===== src/rtl/dot_acc_pkg.sv =====
// Shared types and constants for the dot_acc accumulator and its result FIFO.
package dot_acc_pkg;

    localparam int unsigned PROD_W = 16;
    localparam int unsigned LEN_W  = 8;
    localparam logic [LEN_W-1:0] LEN_MAX = LEN_W'(255);

    typedef enum logic {
        IDLE,
        RUN
    } state_t;

    // Per-result bookkeeping; the ACC_W-wide sum travels alongside it.
    typedef struct packed {
        logic [LEN_W-1:0] len;
        logic             ovf;
    } res_meta_t;

endpackage


===== src/rtl/dot_acc_fifo.sv =====
// Small synchronous result FIFO holding {sum, len, ovf} records; head is read
// straight from the storage registers.
module dot_acc_fifo
    import dot_acc_pkg::*;
#(
    parameter int unsigned SUM_W = 24,
    parameter int unsigned DEPTH = 2,
    localparam int unsigned CNT_W = $clog2(DEPTH + 1)
) (
    input  logic             clk,
    input  logic             rst,
    input  logic             push,
    input  logic [SUM_W-1:0] push_sum,
    input  res_meta_t        push_meta,
    input  logic             pop,
    output logic [CNT_W-1:0] count,
    output logic [SUM_W-1:0] head_sum,
    output res_meta_t        head_meta
);

    localparam int unsigned PTR_W = $clog2(DEPTH);

    logic [SUM_W-1:0] r_sum  [DEPTH];
    res_meta_t        r_meta [DEPTH];
    logic [PTR_W-1:0] r_rd_ptr;
    logic [PTR_W-1:0] r_wr_ptr;
    logic [CNT_W-1:0] r_count;
    logic             w_pop;

    function automatic logic [PTR_W-1:0] ptr_inc(input logic [PTR_W-1:0] p);
        return (p == PTR_W'(DEPTH - 1)) ? '0 : p + PTR_W'(1);
    endfunction

    assign w_pop = pop && (r_count != '0);

    always_ff @(posedge clk) begin
        if (rst) begin
            for (int i = 0; i < DEPTH; i++) begin
                r_sum[i]  <= '0;
                r_meta[i] <= '0;
            end
            r_rd_ptr <= '0;
            r_wr_ptr <= '0;
            r_count  <= '0;
        end else begin
            if (push) begin
                r_sum[r_wr_ptr]  <= push_sum;
                r_meta[r_wr_ptr] <= push_meta;
                r_wr_ptr         <= ptr_inc(r_wr_ptr);
            end
            if (w_pop) begin
                r_rd_ptr <= ptr_inc(r_rd_ptr);
            end
            r_count <= r_count + CNT_W'(push) - CNT_W'(w_pop);
        end
    end

    assign count     = r_count;
    assign head_sum  = r_sum[r_rd_ptr];
    assign head_meta = r_meta[r_rd_ptr];

endmodule


===== src/rtl/dot_acc.sv =====
// Signed dot-product accumulator behind a 2-edge multiplier, with credit-based
// input flow control. Define DOT_ACC_SAT_EN to clamp on overflow instead of wrapping.
module dot_acc
    import dot_acc_pkg::*;
#(
    parameter int unsigned ACC_W = 24,
    parameter int unsigned DEPTH = 2
) (
    input  logic                     clk,
    input  logic                     rst,
    input  logic                     in_valid,
    input  logic                     in_last,
    output logic                     in_ready,
    input  logic signed [PROD_W-1:0] prod,
    output logic                     out_valid,
    input  logic                     out_ready,
    output logic signed [ACC_W-1:0]  out_sum,
    output logic [LEN_W-1:0]         out_len,
    output logic                     out_ovf
);

    localparam int unsigned CNT_W = $clog2(DEPTH + 1);
    localparam int unsigned CR_W  = CNT_W + 1;

    logic                    r_d1_valid, r_d1_last, r_d2_valid, r_d2_last;
    state_t                  r_state, w_state_nxt;
    logic signed [ACC_W-1:0] r_acc, w_acc_nxt;
    logic [LEN_W-1:0]        r_len, w_len_nxt, w_len_inc;
    logic                    r_ovf, w_ovf_nxt;

    logic                    w_accept;
    logic [CNT_W-1:0]        w_count;
    logic [CR_W-1:0]         w_lasts;
    logic signed [ACC_W-1:0] w_prod_ext, w_sum_raw, w_sum;
    logic                    w_add_ovf;
    logic                    w_push;
    logic [ACC_W-1:0]        w_push_sum;
    res_meta_t               w_push_meta;
    logic [ACC_W-1:0]        w_head_sum;
    res_meta_t               w_head_meta;

    // Lasts still in the delay line already own a FIFO slot.
    assign w_lasts  = CR_W'(r_d1_last) + CR_W'(r_d2_last);
    assign in_ready = (CR_W'(w_count) + w_lasts) < CR_W'(DEPTH);
    assign w_accept = in_valid && in_ready;

    always_ff @(posedge clk) begin
        if (rst) begin
            r_d1_valid <= 1'b0;
            r_d1_last  <= 1'b0;
            r_d2_valid <= 1'b0;
            r_d2_last  <= 1'b0;
        end else begin
            r_d1_valid <= w_accept;
            r_d1_last  <= w_accept && in_last;
            r_d2_valid <= r_d1_valid;
            r_d2_last  <= r_d1_last;
        end
    end

    assign w_prod_ext = ACC_W'(prod);
    assign w_sum_raw  = r_acc + w_prod_ext;
    assign w_add_ovf  = (r_acc[ACC_W-1] == w_prod_ext[ACC_W-1]) &&
                        (w_sum_raw[ACC_W-1] != r_acc[ACC_W-1]);
    assign w_len_inc  = (r_len == LEN_MAX) ? LEN_MAX : r_len + LEN_W'(1);

`ifdef DOT_ACC_SAT_EN
    localparam logic signed [ACC_W-1:0] ACC_MAX = {1'b0, {(ACC_W-1){1'b1}}};
    localparam logic signed [ACC_W-1:0] ACC_MIN = {1'b1, {(ACC_W-1){1'b0}}};
    assign w_sum = w_add_ovf ? (r_acc[ACC_W-1] ? ACC_MIN : ACC_MAX) : w_sum_raw;
`else
    assign w_sum = w_sum_raw;
`endif

    always_ff @(posedge clk) begin
        if (rst) begin
            r_state <= IDLE;
            r_acc   <= '0;
            r_len   <= '0;
            r_ovf   <= 1'b0;
        end else begin
            r_state <= w_state_nxt;
            r_acc   <= w_acc_nxt;
            r_len   <= w_len_nxt;
            r_ovf   <= w_ovf_nxt;
        end
    end

    always_comb begin
        w_state_nxt       = r_state;
        w_acc_nxt         = r_acc;
        w_len_nxt         = r_len;
        w_ovf_nxt         = r_ovf;
        w_push            = 1'b0;
        w_push_sum        = w_sum;
        w_push_meta.len   = w_len_inc;
        w_push_meta.ovf   = r_ovf | w_add_ovf;
        case (r_state)
            IDLE: begin
                if (r_d2_valid) begin
                    if (r_d2_last) begin
                        w_push          = 1'b1;
                        w_push_sum      = w_prod_ext;
                        w_push_meta.len = LEN_W'(1);
                        w_push_meta.ovf = 1'b0;
                    end else begin
                        w_acc_nxt   = w_prod_ext;
                        w_len_nxt   = LEN_W'(1);
                        w_ovf_nxt   = 1'b0;
                        w_state_nxt = RUN;
                    end
                end
            end
            RUN: begin
                if (r_d2_valid) begin
                    if (r_d2_last) begin
                        w_push      = 1'b1;
                        w_acc_nxt   = '0;
                        w_len_nxt   = '0;
                        w_ovf_nxt   = 1'b0;
                        w_state_nxt = IDLE;
                    end else begin
                        w_acc_nxt = w_sum;
                        w_len_nxt = w_len_inc;
                        w_ovf_nxt = r_ovf | w_add_ovf;
                    end
                end
            end
            default: w_state_nxt = IDLE;
        endcase
    end

    dot_acc_fifo #(
        .SUM_W (ACC_W),
        .DEPTH (DEPTH)
    ) u_fifo (
        .clk       (clk),
        .rst       (rst),
        .push      (w_push),
        .push_sum  (w_push_sum),
        .push_meta (w_push_meta),
        .pop       (out_valid && out_ready),
        .count     (w_count),
        .head_sum  (w_head_sum),
        .head_meta (w_head_meta)
    );

    assign out_valid = (w_count != '0);
    assign out_sum   = w_head_sum;
    assign out_len   = w_head_meta.len;
    assign out_ovf   = w_head_meta.ovf;

endmodule


===== config.mk =====
export PLATFORM = sky130hd
export DESIGN_NAME = dot_acc
export DESIGN_NICKNAME = d
export VERILOG_FILES = /design/src/rtl/dot_acc_pkg.sv /design/src/rtl/dot_acc_fifo.sv /design/src/rtl/dot_acc.sv
export SDC_FILE = /design/constraint.sdc
export NUM_CORES = 1
export LEC_CHECK = 0
export ABC_AREA = 0
export CAP_MARGIN = 20
export CORE_ASPECT_RATIO = 0.7
export CORE_MARGIN = 2
export CORE_UTILIZATION = 50
export DETAILED_ROUTE_END_ITERATION = 16
export PLACE_DENSITY = 0.8
export SYNTH_ARGS = -nofsm -noshare
export SYNTH_HDL_FRONTEND = slang
export SYNTH_SLANG_ARGS = --single-unit

===== constraint.sdc =====
create_clock -name clk -period 4 [get_ports clk]
set_clock_uncertainty 0.1 [all_clocks]
set_input_delay 0.8 -clock clk [delete_from_list [all_inputs] [get_ports clk]]
set_output_delay 0.8 -clock clk [all_outputs]
set_load 0.005 [all_outputs]

==> metrics.md <==
| Metric | Value |
|---|---|
| Pin count of the biggest net entering global routing | `34` |
| Post-CTS sizing | `0` |
| FMAX | `about 280 MHz` |
| Largest family of logic cells by synthesized area | `simple AND/OR/NAND/NOR gates` |
| Unrepaired setup endpoints after global routing | `no` |
| Number of remaining DRC errors | `0` |
| Adder-cell area share of the yosys netlist | `~5.4%` |
| # hold bufs at CTS | `0` |
| Core area | `13000 um2` |
| Synth Area in XOR/XNOR | `about 2.5%` |
| # rows | `35` |
| Clk slew on worst S/H paths | `around 0.080 ns` |
| Commonest cells post-synth | `nor2_1 (115), edfxtp_1 (66), nand2_1 (51)` |
| Sink Count | `109` |
| NumNets Final | `~810` |
| Initial antenna violation count | `0` |
| CTS tree | `done` |
| Final setup violation count | `0` |
| CP Max Fanout | `10` |
| Complex-gate fraction of the synthesized area | `about 18%` |
| Lkg Pwr | `around 3.0 nW` |
| Dominant cell type by area after synthesis | `edfxtp_1` |
| Primary FF master, synth | `edfxtp_1` |
| Die area | `approximately 14000 um2` |
| Ys async rst share | `0%` |
| Worst path arrival time | `3.59 ns` |
| EDFF count, synth | `66` |
| Total GRT Usage | `28.1%` |
| Diode count | `0` |
| Vias | `~5.9k` |
| Clk root buf | `clkbuf_16` |
| Min Tclk post-route | `around 3.6 ns` |
| Final Cycle Share | `roughly 90%` |
| Design area | `between 7000 and 8000 um2` |
| Slew @ Worst Pin | `~1.0 ns` |
| Startpoint Class | `input pin` |
| Dpl cell area | `7380 um2` |
| Seq/Total Area, Yosys | `between 40% and 50%` |
| Mapped Area | `6580 um2` |
| Num CTS Buffers | `9` |
| Pwr dens | `around 420 nW/um2` |
| Simple-Gate Fraction of Synth Area | `between 10% and 20%` |
| Layout cells sized above 1 | `a little over an eighth` |
| Total gr overflow | `0` |
| Post-CTS Setup Bufs | `0` |
| Max capacitance violation total | `0` |
| CTS max path bufs | `2` |
| Syn Inst Count | `a little over 700` |
| Die Height | `roughly 100 um` |
| Flops & latches, synth | `approximately 110` |
| Syn_nets | `around 760` |
| Worst setup EP type | `flip-flop` |
| Yosys warns | `0` |
| Worst Setup Path Type | `input pin to flip-flop` |
| Count leader, synth | `nor2_1` |
| Count of cell types in the netlist | `71` |
| Worst min path class | `flip-flop to flip-flop` |
| Iter 0 DRT Violations | `875` |
| Top post-synthesis cells by area | `edfxtp_1 (30%), dfxtp_1 (13%), nor2_1 (6.6%), mux2_2 (5.6%), ha_1 (5.1%)` |
| Final Hold Viols | `0` |
| Yosys top cell area share | `30.1%` |
| Layout area overhead | `16.7%` |
| Vias in the first global route | `around 5.5k` |
| Post-detailed-route count of antenna-violating nets | `0` |
| TritonRoute pass-1 iters | `6` |
| Outcome | `finished, final reports clean` |
| CP required | `around 4 ns` |
| Vias per cell | `about 6.3` |
| Worst skew pair latency | `about 0.36 ns` |
| Dpl hpwl | `between 10000 and 15000 um` |
| Mux cell area share after synthesis | `around 8%` |
| Slew headroom | `around 33%` |
| Routability cong. | `approximately 0.95` |
| First-pass GRT wire length | `30800 um` |
| Port Buf Inserts | `55` |
| Slew Limit Fails | `0` |
| Syn Area/Cell | `9.31 um2` |
| Setup TNS Final | `0 ns` |
| Routed wire length per instance | `20.9 um` |
| H-tree lvl count | `3` |
| Routed WL | `between 15000 and 20000 um` |
| Chip width | `between 100 and 150 um` |
| Tightest hold margin | `0.352 ns` |
| VDD IR max | `approximately 0.25 mV` |
| Initial Util | `50.6%` |
| FILL cells | `1125` |
| Ports | `56` |
## per-stage QoR
stage / utilization (%) / worst slack, ns / power (mW) / std cells
global route: 59.1 / 0.275 / 3.34 / 931
detailed placement: 56.7 / 0.127 / 2.29 / 915
CTS: 59.1 / 0.496 / 3.19 / 931
global placement: 56.7 / 0.172 / 2.27 / 915
finish: 59.1 / 0.407 / 3.20 / 931
floorplan: - / 0.968 / 1.90 / 707
## logic make-up (layout without fill, tap and decap cells)
family                     count (synthesis)  in the layout
muxes                                     49             49
xor gates and xnor gates                  19             19
AOI/OAI and AO/OA                        175            175
and+or+nand+nor                          270            270
DFF                                      109            109
adders and majority gates                 28             28
buffers and inverters                     57            115
## routing by layer
metal  track usage (%)  wire length [um]  share of wire (%)
met2              41.3              8290                 43
met1              42.5              8860                 46
met3              6.06              2010                 10
met4              6.31               258                1.3
met5                 0                 0                  0
## worst paths after layout
check / startpoint / end / slack (ns) / cells after the start
hold / removal: r_d1_valid / r_d2_valid / 0.35 / 1
setup reg to reg: r_acc[0] / u_fifo.r_sum[1][18] / 1.13 / 10
hold reg to reg: r_d1_valid / r_d2_valid / 0.35 / 1
setup / recovery: prod[15] / u_fifo.r_sum[1][19] / 0.41 / 9
## registers in the layout, summed over array words and instances, names as in the netlist, named ones only
register,cells
r_acc,24
r_d1_last,1
r_d1_valid,1
r_d2_last,1
r_d2_valid,1
r_len,8
r_ovf,1
u_fifo.count,2
u_fifo.r_meta,18
u_fifo.r_rd_ptr,1
u_fifo.r_sum,48
u_fifo.r_wr_ptr,1
## where the power goes
group	internal [mW]	leakage [nW]	switching [mW]	total (mW)
clock	0.446	0.149	0.470	0.915
combinational	0.464	1.83	0.528	0.991
sequential	1.26	1.03	0.0374	1.29
## placed cells by master (no fill, tap or decap), types with 3 or more instances in the layout
| cell type | count |
|---|---|
| nor3_1 | 24 |
| nand3_1 | 17 |
| and2_1 | 9 |
| nor2_1 | 115 |
| o21ai_0 | 21 |
| a211oi_1 | 11 |
| o21a_1 | 12 |
| dfxtp_1 | 43 |
| o31ai_1 | 6 |
| or3_1 | 7 |
| a21o_1 | 8 |
| nand4_1 | 11 |
| o22ai_1 | 8 |
| and3_1 | 5 |
| inv_1 | 15 |
| a31o_1 | 3 |
| mux2i_1 | 16 |
| nand2_1 | 51 |
| xor2_1 | 9 |
| o2111ai_1 | 4 |
| a31oi_1 | 11 |
| nor4_1 | 5 |
| edfxtp_1 | 66 |
| nand2b_1 | 3 |
| ha_1 | 27 |
| o21ai_1 | 3 |
| clkbuf_16 | 9 |
| xnor2_1 | 10 |
| or2_2 | 5 |
| a21oi_1 | 47 |
| mux2_2 | 33 |
| buf_4 | 29 |
| clkdlybuf4s50_1 | 55 |
| nand3b_1 | 3 |
| nor2b_1 | 4 |
| o21bai_1 | 9 |
## critical path, cell delays in order
cell	delay (ns)
clkdlybuf4s50_1	0.63
ha_1	0.58
nand4_1	0.13
nor2_1	0.29
o2111ai_1	0.36
nand3_2	0.23
xor2_1	0.10
a21boi_0	0.37
nor2_1	0.07
## cell type report
type	count	area (um2)	area share [%]
clock buffers	9	225	2.93
clock inverters	7	77.6	1.01
inverters	15	56.3	0.733
multi-input cells	541	3500	45.6
flip-flops and latches	109	2840	37.0
well taps	166	208	2.70
repair buffers	84	768	10.0
Note: power is estimated with default switching activity, not from simulation.
